**src/rtl/ahb_arbiter.sv**
```systemverilog
// Four-master AHB arbiter with burst-aware round-robin grant handover.
// The grant is held for the whole length of a defined-length burst. Undefined-length
// INCR bursts are forced to re-arbitrate after INCR_MAX_BEATS accepted beats.
// Optional macro AHB_ARB_FIXED_PRIORITY_EN switches every arbitration point to
// fixed priority (master 0 highest). Burst locking and parking are unchanged.
module ahb_arbiter #(
    parameter int DEFAULT_MASTER = 0,
    parameter int INCR_MAX_BEATS = 16
) (
    input  logic       Hclk,
    input  logic       Hresetn,
    input  logic [3:0] Hreq,
    input  logic       Hready,
    input  logic [1:0] Htrans,
    input  logic [2:0] Hburst,
    output logic [3:0] Hgrant,
    output logic [1:0] Hmaster
);

    localparam logic [1:0] DEF_IDX    = 2'(DEFAULT_MASTER);
    localparam logic [3:0] DEF_GRANT  = 4'b0001 << DEFAULT_MASTER;
    localparam logic [7:0] INCR_LIMIT = 8'(INCR_MAX_BEATS);

    localparam logic [1:0] TR_IDLE   = 2'b00;
    localparam logic [1:0] TR_NONSEQ = 2'b10;

    typedef enum logic {ST_ARB, ST_BURST} state_t;

    state_t     r_state;
    logic [1:0] r_owner;
    logic [3:0] r_grant;
    logic [7:0] r_count;
    logic [7:0] r_len;      // beat count at which the locked burst ends
    logic       r_incr;     // locked burst is undefined-length INCR

    state_t     w_state_next;
    logic [1:0] w_owner_next;
    logic [3:0] w_grant_next;
    logic [7:0] w_count_next;
    logic [7:0] w_len_next;
    logic       w_incr_next;

    logic       w_accept;
    logic       w_nonseq;
    logic [7:0] w_len_dec;
    logic       w_incr_dec;
    logic [7:0] w_count_beat;
    logic [7:0] w_len_eff;
    logic       w_incr_eff;
    logic       w_handover;
    logic [1:0] w_sel_idx;
    logic       w_sel_valid;

    // INCR uses the anti-starvation limit as its effective length
    function automatic logic [7:0] burst_len(input logic [2:0] burst);
        case (burst)
            3'b000:         return 8'd1;
            3'b001:         return INCR_LIMIT;
            3'b010, 3'b011: return 8'd4;
            3'b100, 3'b101: return 8'd8;
            default:        return 8'd16;
        endcase
    endfunction

    assign w_accept     = Hready && Htrans[1];
    assign w_nonseq     = w_accept && (Htrans == TR_NONSEQ);
    assign w_len_dec    = burst_len(Hburst);
    assign w_incr_dec   = (Hburst == 3'b001);
    assign w_count_beat = w_nonseq ? 8'd1 : (w_accept ? r_count + 8'd1 : r_count);
    assign w_len_eff    = w_nonseq ? w_len_dec : r_len;
    assign w_incr_eff   = w_nonseq ? w_incr_dec : r_incr;
    assign w_sel_valid  = |Hreq;

    // Burst end, INCR idle, or owner idling with its request dropped
    assign w_handover = (w_accept && (w_count_beat == w_len_eff))
                     || (w_incr_eff && (Htrans == TR_IDLE))
                     || ((Htrans == TR_IDLE) && !Hreq[r_owner]);

`ifdef AHB_ARB_FIXED_PRIORITY_EN
    // Lowest-numbered requester wins; owner kept when nobody requests
    always_comb begin
        w_sel_idx = r_owner;
        for (int k = 3; k >= 0; k--) begin
            if (Hreq[k]) w_sel_idx = 2'(k);
        end
    end
`else
    logic [1:0] w_cand_idx [4];
    logic [3:0] w_cand_req;

    // Candidate k is owner+k+1 (mod 4), so the owner itself is searched last
    for (genvar gi = 0; gi < 4; gi++) begin : g_cand
        assign w_cand_idx[gi] = r_owner + 2'(gi + 1);
        assign w_cand_req[gi] = Hreq[w_cand_idx[gi]];
    end

    // First requesting candidate in round-robin order wins
    always_comb begin
        w_sel_idx = r_owner;
        for (int k = 3; k >= 0; k--) begin
            if (w_cand_req[k]) w_sel_idx = w_cand_idx[k];
        end
    end
`endif

    // Next-state and next-grant; Hready=0 freezes everything
    always_comb begin
        w_state_next = r_state;
        w_owner_next = r_owner;
        w_grant_next = r_grant;
        w_count_next = r_count;
        w_len_next   = r_len;
        w_incr_next  = r_incr;
        if (Hready) begin
            if (w_nonseq) begin
                w_len_next  = w_len_dec;
                w_incr_next = w_incr_dec;
            end
            case (r_state)
                ST_ARB: begin
                    w_count_next = w_count_beat;
                    if (w_nonseq && (w_len_dec > 8'd1)) begin
                        w_state_next = ST_BURST;
                    end else if (w_sel_valid && (w_sel_idx != r_owner)) begin
                        w_owner_next = w_sel_idx;
                        w_grant_next = 4'b0001 << w_sel_idx;
                        w_count_next = 8'd0;
                    end
                end
                default: begin
                    w_count_next = w_count_beat;
                    if (w_handover) begin
                        w_state_next = ST_ARB;
                        w_count_next = 8'd0;
                        if (w_sel_valid) begin
                            w_owner_next = w_sel_idx;
                            w_grant_next = 4'b0001 << w_sel_idx;
                        end
                    end
                end
            endcase
        end
    end

    // State register with asynchronous active-low reset
    always_ff @(posedge Hclk or negedge Hresetn) begin
        if (!Hresetn) begin
            r_state <= ST_ARB;
            r_owner <= DEF_IDX;
            r_grant <= DEF_GRANT;
            r_count <= 8'd0;
            r_len   <= 8'd1;
            r_incr  <= 1'b0;
        end else begin
            r_state <= w_state_next;
            r_owner <= w_owner_next;
            r_grant <= w_grant_next;
            r_count <= w_count_next;
            r_len   <= w_len_next;
            r_incr  <= w_incr_next;
        end
    end

    assign Hgrant  = r_grant;
    assign Hmaster = r_owner;

endmodule

```
**config.mk**
```make
export PLATFORM = sky130hd
export DESIGN_NAME = ahb_arbiter
export DESIGN_NICKNAME = d
export VERILOG_FILES = /design/src/rtl/ahb_arbiter.sv
export SDC_FILE = /design/constraint.sdc
export NUM_CORES = 1
export LEC_CHECK = 0
export BUFFER_PORTS_ARGS = -buffer_cell sky130_fd_sc_hd__buf_2
export CORE_MARGIN = 5
export CORE_UTILIZATION = 40
export CTS_BUF_LIST = sky130_fd_sc_hd__clkbuf_4 sky130_fd_sc_hd__clkbuf_8 sky130_fd_sc_hd__clkbuf_16
export CTS_CLUSTER_SIZE = 24
export DETAILED_ROUTE_END_ITERATION = 10
export SYNTH_ARGS = -nofsm -noshare
export SYNTH_HDL_FRONTEND = slang
export SYNTH_SLANG_ARGS = --single-unit
export TNS_END_PERCENT = 30
```
**constraint.sdc**
```tcl
create_clock -name Hclk -period 4.7 [get_ports Hclk]
set_input_delay 1.41 -clock Hclk [delete_from_list [all_inputs] [get_ports Hclk]]
set_output_delay 1.41 -clock Hclk [all_outputs]
set_load 0.01 [all_outputs]
```
### After elaboration in Yosys (flattened, before gate mapping)

Cells that the tools add are included.

| storage, ports and cells | value |
|---|---|
| register bits after elaboration | 24 |
| output and inout port bits | 6 |
| bits of input ports | 12 |

| operators by class | value |
|---|---|
| magnitude comparators | 5 |
| $add $sub $neg | 4 |
| muxes and demuxes | 33 |
| equality and inequality tests | 11 |
| reduce and logical (&&, ||, !) cells | 17 |
| shifts and indexed selects | 1 |

Operators with widths:

| kind | count |
|---|---|
| 8-bit 2-to-1 mux | 7 |
| 4-bit 2-to-1 mux | 5 |
| 2-bit 2-to-1 mux | 8 |
| 5-bit one-hot mux with 3 select lines | 1 |
| 2-bit by 3-bit < comparator with 1-bit output, second input constant | 4 |
| 8-bit by 1-bit adder with 8-bit output, second input constant | 1 |
| 1-bit binary-select mux with 2-bit select | 4 |
| 8-bit == test | 1 |
| 8-bit by 1-bit greater-than comparator with 1-bit output, second input constant | 1 |
| 1-bit 2-to-1 mux | 8 |
| 1-bit logical AND | 7 |
| 3-bit by 2-bit == test with 1-bit output, second input constant | 2 |
| 3-bit == test, second input constant | 2 |
| 5-bit AND reduction | 1 |
| 2-bit adder, second input constant | 2 |
| 2-bit by 1-bit != test with 1-bit output, second input constant | 2 |
| 2-bit OR reduction | 2 |
| 4-bit OR reduction | 1 |
| 1-bit by 2-bit left shift with 4-bit output, first input constant | 1 |
| 3-bit by 1-bit == test with 1-bit output, second input constant | 1 |
| 3-bit zero test | 1 |
| 2-bit by 1-bit adder with 2-bit output, second input constant | 1 |
| 2-bit == test, second input constant | 1 |
| 2-bit zero test | 1 |
| 5 further kinds | 6 |

### Logic depth before layout (Yosys ltp)

Gate-level depths: netlist (run 1).

| logic depth | value |
|---|---|
| depth after elaboration | 11 |
| gate-level depth with buffers | 9 |
| mapped depth without buffers | 8 |

### Worst setup path before layout (run 1)

Ideal clock, no wire load.

| timing | value |
|---|---|
| path kind | input port to flip-flop |
| start | input Htrans[1] |
| end | register r_owner[0] (netlist: Hmaster[0]) |
| buffers on the path | 1 |
| setup slack | 1.289 ns |
| setup time | 0.125 ns |
| stages on the path | 8 |
| data required time | 4.575 ns |
| arrival | 3.286 ns |
| cells stage by stage | buf_2 -> nand2_2 -> or3_1 -> a211oi_2 -> o41a_2 -> o211ai_4 -> a211oi_4 -> mux2_4 |

| between the ends | value |
|---|---|
| word-level cells in the longest chain between the ends | 9 |
| elaborated cells between the ends (all ways) | 18 |
| those cells by class | eq/ne: 4; mux: 4; reduce/logical: 10 |

Ends and longest elaborated chain:

| what | line | source |
|---|---|---|
| start: declaration | 14 | `input logic [1:0] Htrans,` |
| 2-bit == test / 1-bit logical AND (equally long branches) | 66, 65 |  |
| 1-bit logical AND / 8-bit 2-to-1 mux (equally long branches) | 66, 69 |  |
| 8-bit 2-to-1 mux (on tied branches) | - |  |
| 8-bit == test | 75 | `assign w_handover = (w_accept && (w_count_beat == w_len_eff))` |
| 1-bit logical AND | 75 |  |
| 1-bit logical OR | 76 | `\|\| (w_incr_eff && (Htrans == TR_IDLE))` |
| 1-bit logical OR | 77 | `\|\| ((Htrans == TR_IDLE) && !Hreq[r_owner]);` |
| 2-bit by 1-bit != test with 1-bit output (no line) | - |  |
| 5-bit AND reduction (no line) * | - |  |
| end signal: assignment | 156 | `r_owner <= w_owner_next;` |
| end: declaration | 30 | `logic [1:0] r_owner;` |

Every way passes the cells marked *; elsewhere a longest branch is shown, timed or not.
A chain may end at the register's enable or synchronous reset.

### Worst setup path in the final report (run 1)

| timing | value |
|---|---|
| start | input Hburst[2] |
| end | register r_grant[2] (netlist: Hgrant[2]) |

| between the ends | value |
|---|---|
| word-level cells in the longest chain between the ends | 10 |
| elaborated cells between the ends (all ways) | 21 |
| those cells by class | order compare: 1; eq/ne: 8; mux: 3; reduce/logical: 9 |

Ends and longest elaborated chain:

| what | line | source |
|---|---|---|
| start: declaration | 15 | `input logic [2:0] Hburst,` |
| branches (longest 9 deep; another with 8-bit by 1-bit greater-than comparator with 1-bit output) | - |  |
| 5-bit AND reduction (no line) * | - |  |
| end signal: assignment | 157 | `r_grant <= w_grant_next;` |
| end: declaration | 31 | `logic [3:0] r_grant;` |

Mark *: on every way between the ends.

==> impl_metrics.env, run 1 <==
export IMPL_layout_common_cells="sky130_fd_sc_hd__dfrtp_1, sky130_fd_sc_hd__nand2_1, sky130_fd_sc_hd__buf_2"
export IMPL_route_met3_wl_um=175
export IMPL_reg2reg_depth=8
export IMPL_clock_skew_final_ns=0.007849
export IMPL_final_nets=220
export IMPL_relSlewSlack_pct=52.02
export IMPL_num_io_pins=18
export IMPL_synth_edff_count=0
export IMPL_met1Wirelength_mm=1.871
export IMPL_drc=0
export IMPL_syn_inst_count=188
export IMPL_grt_first_pass_wirelength_mm=6.817
export IMPL_initial_core_util_pct=41.92
export IMPL_leakagePower_nw=0.8185
export IMPL_ant_nets=0
export IMPL_mappedNetlistNets=203
export IMPL_synth_yosys_warnings=0
export IMPL_final_fill_count=399
export IMPL_holdCritPathClass="flip-flop to flip-flop"
export IMPL_final_layout_size_suffix_gt1_share_pct=20.10
export IMPL_timing_rr_end="Hgrant[2]"
export IMPL_dr_pass1_iters=5
export IMPL_critical_path_slowest_cell="sky130_fd_sc_hd__a211oi_4"
export IMPL_number_of_antenna_violations_at_the_first_check_in_global_routing=0
export IMPL_synth_ff_latch_count=24
export IMPL_portBuffers=17
export IMPL_dr_max_layer_used="met4"
export IMPL_synth_lib_cells_used_distinct=59
export IMPL_die_w_um=75.44
export IMPL_setup_viol=0
export IMPL_timing_worst_setup_path_type="primary input to flip-flop"
export IMPL_hold_viol_final=0
export IMPL_cap_viol_max_count=0
export IMPL_antenna_cells=0
export IMPL_sequential_to_total_area_share_from_yosys_stat_pct=35.21
export IMPL_final_critical_path_setup_slack_ns=1.280
export IMPL_tritoncts="done"
export IMPL_dpl_hpwl_mm=2.917
export IMPL_critPathMaxStageDelay_ns=0.45
export IMPL_drt_total_wl_mm=3.870
export IMPL_gpl_final_weighted_congestion=0.9413
export IMPL_met2WireLength_mm=1.782
export IMPL_cts_post_setup_buffers_inserted=0
export IMPL_design_die_area_mm2=0.005691
export IMPL_num_rows=23
export IMPL_cts_bufs_inserted=3
export IMPL_cts_root_to_sink_buffers=2
export IMPL_avgViaCountPerCell=5.720
export IMPL_ys_flop_type="sky130_fd_sc_hd__dfrtp_1"
export IMPL_worst_setup_path_endpoint="Hgrant[2]"
export IMPL_share_seq_of_total_power_pct=37.9
export IMPL_cp_num_cells=8
export IMPL_crit_start="Hburst[2]"
export IMPL_postSynth_asyncResetShare_pct=100.0
export IMPL_critical_path_cell_chain="buf_2, or3_4, o32ai_2, o221ai_1, nor4_4, o211ai_4, a211oi_4, mux2_4"
export IMPL_h_tree_depth=1
export IMPL_clock_sinks=24
export IMPL_drt_initial_drc_count=109
export IMPL_r2r_setup_slack_ns=2.04
export IMPL_fin_setup_tns_ns=0
export IMPL_max_vdd_ir_drop_uv=258.8
export IMPL_critPathCaptureType="flip-flop"
export IMPL_min_period_ns=3.420
export IMPL_cp_data_arrival_time_ns=3.59
export IMPL_rsz_0062_raised_after_global_routing="no"
export IMPL_core_area_mm2=0.004086
export IMPL_fmax_mhz=292.4
export IMPL_timing_critical_path_fanout_max=5
export IMPL_routedWlPerCell_um=15.24
export IMPL_grt_total_usage_pct=15.44
export IMPL_synth_avg_cell_area_um2=9.111
export IMPL_postCtsResizedCells=0
export IMPL_cell_area_power_density_mw_per_mm2=467.8
export IMPL_first_global_vias=1419
export IMPL_period_share_pct=72.76
export IMPL_synth_area_mm2=0.001713
export IMPL_detailroute_via_count=1453
export IMPL_net_switching_power_uw=341.9
export IMPL_required_time_reported_for_the_critical_path_endpoint_ns=4.87
export IMPL_cts_root_buf="sky130_fd_sc_hd__clkbuf_8"
export IMPL_grt_max_degree=25
export IMPL_min_delay_start="r_incr"
export IMPL_layout_area_overhead_vs_synth_pct=11.69
export IMPL_cts_hold_repair_buffers=0
export IMPL_clkSlewWorstSetupHoldPaths_ns=0.09
export IMPL_r2r_start="r_count[0]"
export IMPL_critical_path_top_delay_family="compound AO/OA/AOI/OAI gates"
export IMPL_slew_of_the_pin_with_the_lowest_slew_margin_ns=0.7105
export IMPL_place_ws_ns=0.9916
export IMPL_worst_skew_pair_later_pin_latency_ns=0.27
export IMPL_grt_remaining_overflow=0
export IMPL_die_y_um=75.44
export IMPL_slew_limit_fails=0
export IMPL_crit_buf_inv=1
export IMPL_start_kind="primary input"
export IMPL_power_combinational_fraction_pct=41.6
export IMPL_clkPwrFrac_pct=20.5
export IMPL_power_report_internal_total_uw=552.9
export IMPL_run_status="complete, no violations"
export IMPL_p_sw_share_pct=38.21
==> cells in the mapped netlist, drive strengths merged, types with 4 or more instances <==
master	instances	share of area [%]
o21ai	9	2.6
o22ai	4	1.5
nand2	23	5.2
inv	14	3.1
nand3	8	2.3
dfrtp	22	32
nor2	11	2.6
nor3	6	2.0
a21oi	13	3.8
and2	5	1.8
mux2	5	4.2
a211oi	5	3.2
==> power by group through the flow <==
| stage | Sequential, mW | Clock, mW | Combinational, mW |
|---|---|---|---|
| floorplan | 0.325 | 0 | 0.291 |
| global placement | 0.340 | 0 | 0.368 |
| detailed placement | 0.339 | 0 | 0.374 |
| CTS | 0.337 | 0.189 | 0.374 |
| global route | 0.350 | 0.200 | 0.414 |
| finish | 0.339 | 0.184 | 0.373 |
==> cell type report <==
| class | count | area, um^2 | area share, % |
|---|---|---|---|
| multi-input combinational | 144 | 1031 | 53.89 |
| sequential | 24 | 603.1 | 31.52 |
| timing repair buffer | 18 | 92.59 | 4.840 |
| tap | 50 | 62.56 | 3.270 |
| inverter | 14 | 52.55 | 2.747 |
| clock buffer | 3 | 41.29 | 2.158 |
| clock inverter | 1 | 30.03 | 1.570 |
==> cells by family (layout without fill, tap and decap cells) <==
family / count (synthesis) / count (layout) / synth area share [%]
and+or+nand+nor: 75 / 75 / 23.96
AOI/OAI and AO/OA: 50 / 50 / 22.43
DFF: 24 / 24 / 35.21
buffers and inverters: 20 / 36 / 4.602
muxes: 9 / 9 / 7.232
xor gates and xnor gates: 7 / 7 / 4.383
adders and majority gates: 3 / 3 / 2.192
==> tightest hold or removal path: cells and delay by family (launching register included) <==
family | cells | cell delay [ns]
and+or+nand+nor | 2 | 0.10
DFF | 1 | 0.35
==> metrics by stage <==
step	instance area, um^2	utilization, %	hold slack [ns]	power, mW	std cells
2_1_floorplan	1713	-	0.4394	0.6162	188
3_3_place_gp	1842	45.07	0.4626	0.7077	250
3_5_place_dp	1842	45.07	0.4603	0.7135	250
4_1_cts	1913	46.82	0.4800	0.9007	254
5_1_grt	1913	46.82	0.5067	0.9639	254
6_report	1913	46.82	0.4739	0.8948	254
==> sequential cells by signal, summed over array words and instances, names as in the netlist <==
signal   cells
Hgrant       4
r_count      8
r_len        8
Hmaster      2
r_state      1
r_incr       1
==> worst min-delay path by stage <==
| stage | to | slack, ns | cells after the start |
|---|---|---|---|
| 6_report | r_incr | 0.47 | 2 |
| 5_1_grt | r_incr | 0.51 | 2 |
| 4_1_cts | r_incr | 0.48 | 2 |
| 3_5_place_dp | r_incr | 0.46 | 2 |
| 3_3_place_gp | r_incr | 0.46 | 2 |
| 2_1_floorplan | r_incr | 0.44 | 2 |
==> metal layers <==
layer  up-vias  GRT usage [%]
met3         4          3.562
met5         -              0
li1        716              -
met4         0          4.078
met2        47          23.49
met1       686          22.10
(Power assumes the default switching activity.)
==> run 2: changes to the inputs <==
- clock period: 4.7 -> 3.5 ns (I/O delays scaled with it)
==> impl_metrics.env, run 2 (synthesis gave the netlist of run 1 again) <==
export IMPL_grt_first_pass_wirelength_mm=6.879
export IMPL_worst_hold_path_num_cells=2
export IMPL_slew_of_the_pin_with_the_lowest_slew_margin_ns=0.7208
export IMPL_fmax_mhz=323.0
export IMPL_timing_critical_path_fanout_max=16
export IMPL_clkSlewWorstSetupHoldPaths_ns=0.09
export IMPL_start_kind="primary input"
export IMPL_cap_viol_max_count=0
export IMPL_dr_pass1_iters=4
export IMPL_cell_area_power_density_mw_per_mm2=605.0
export IMPL_final_nets=222
export IMPL_number_of_antenna_violations_at_the_first_check_in_global_routing=0
export IMPL_timing_rr_end="Hgrant[2]"
export IMPL_post_layout_util_pct=46.79
export IMPL_cts_root_to_sink_buffers=2
export IMPL_fin_setup_tns_ns=0
export IMPL_cts_post_setup_buffers_inserted=0
export IMPL_avgViaCountPerCell=5.906
export IMPL_layout_area_overhead_vs_synth_pct=11.61
export IMPL_first_global_vias=1507
export IMPL_antenna_cells=0
export IMPL_holdCritPathClass="flip-flop to flip-flop"
export IMPL_core_area_mm2=0.004086
export IMPL_detailroute_via_count=1512
export IMPL_run_status="complete, no violations"
export IMPL_reg2reg_depth=8
export IMPL_ant_nets=0
export IMPL_period_share_pct=88.46
export IMPL_required_time_reported_for_the_critical_path_endpoint_ns=3.66
export IMPL_drt_initial_drc_count=121
export IMPL_crit_start="Hready"
export IMPL_tritoncts="done"
export IMPL_relSlewSlack_pct=51.32
export IMPL_max_vdd_ir_drop_uv=286.9
export IMPL_drt_total_wl_mm=4.067
export IMPL_rsz_0062_raised_after_global_routing="no"
export IMPL_cp_data_arrival_time_ns=3.25
export IMPL_final_layout_size_suffix_gt1_share_pct=20.87
export IMPL_timing_worst_setup_path_type="primary input to flip-flop"
export IMPL_portBuffers=17
export IMPL_die_y_um=75.44
export IMPL_hold_viol_final=0
export IMPL_design_die_area_mm2=0.005691
export IMPL_cts_root_buf="sky130_fd_sc_hd__clkbuf_8"
export IMPL_layout_common_cells="sky130_fd_sc_hd__dfrtp_1, sky130_fd_sc_hd__nand2_1, sky130_fd_sc_hd__buf_2"
export IMPL_routedWlPerCell_um=15.89
export IMPL_min_delay_start="r_incr"
export IMPL_num_io_pins=18
export IMPL_num_rows=23
export IMPL_critPathCaptureType="flip-flop"
export IMPL_min_period_ns=3.096
export IMPL_grt_max_degree=25
export IMPL_initial_core_util_pct=41.92
export IMPL_setup_viol=0
export IMPL_clock_sinks=24
export IMPL_worst_setup_path_endpoint="Hgrant[2]"
export IMPL_die_w_um=75.44
export IMPL_r2r_start="r_count[0]"
export IMPL_gpl_final_weighted_congestion=0.9648
export IMPL_worst_skew_pair_later_pin_latency_ns=0.27
export IMPL_leakagePower_nw=0.8220
export IMPL_drc=0
export IMPL_cts_hold_repair_buffers=0
export IMPL_dpl_hpwl_mm=3.024
export IMPL_cts_bufs_inserted=3
export IMPL_grt_remaining_overflow=0
export IMPL_r2r_setup_slack_ns=0.79
export IMPL_grt_total_usage_pct=15.57
export IMPL_h_tree_depth=1
export IMPL_slew_limit_fails=0
export IMPL_postCtsResizedCells=0
export IMPL_clock_skew_final_ns=0.006734
run 2: cell types whose count changed in the layout (fill, tap and decap cells not counted):
cell	delta
sky130_fd_sc_hd__bufinv_16	-1
sky130_fd_sc_hd__clkbuf_8	+1
sky130_fd_sc_hd__buf_4	+2
run 2: cell type report:
cell class / count / area [um^2]
sequential: 24 / 603.1
tap: 50 / 62.56
inverter: 14 / 52.55
fill: 395 / 2175
clock buffer: 4 / 55.05
multi-input combinational: 144 / 1031
timing repair buffer: 20 / 107.6
run 2: how the worst min path moves through the flow:
stage,endpoint,slack [ns]
2_1_floorplan,r_incr,0.44
3_3_place_gp,r_incr,0.48
3_5_place_dp,r_incr,0.48
4_1_cts,r_incr,0.50
5_1_grt,r_len[1],0.53
6_report,r_incr,0.49
run 2: layer usage:
layer  part of all wire (%)  track usage (%)  vias to the layer above
met5                      0                0                        -
met4                    1.4            7.184                        0
met3                    5.6            3.430                        4
met2                     47            23.68                       51
met1                     46            21.10                      735
li1                       -                -                      722
run 2: critical path: stages:
cell and delay, ns:
sky130_fd_sc_hd__buf_2 0.27, sky130_fd_sc_hd__nand2_2 0.16, sky130_fd_sc_hd__or3_1 0.42, sky130_fd_sc_hd__a211oi_2 0.23, sky130_fd_sc_hd__o41a_2 0.20, sky130_fd_sc_hd__o211ai_4 0.11
sky130_fd_sc_hd__a211oi_4 0.47, sky130_fd_sc_hd__mux2_4 0.33
run 2: metrics by stage:
stage	worst slack [ns]	cells	power, mW	cell area [um^2]	hold WS (ns)
global placement	0.2067	252	0.9510	1857	0.4796
finish	0.4038	256	1.157	1912	0.4871
floorplan	0.4493	188	0.8274	1713	0.4394
CTS	0.4142	256	1.166	1912	0.4981
global route	0.2604	256	1.240	1912	0.5291
detailed placement	0.1178	252	0.9665	1857	0.4770
run 2: power breakdown:
part,switching (mW),leakage (nW),internal [mW],total [mW]
registers,0.103,0.309,0.352,0.455
clock network,0.0927,0.0288,0.101,0.193
logic,0.269,0.485,0.240,0.508
total,0.465,0.822,0.692,1.16
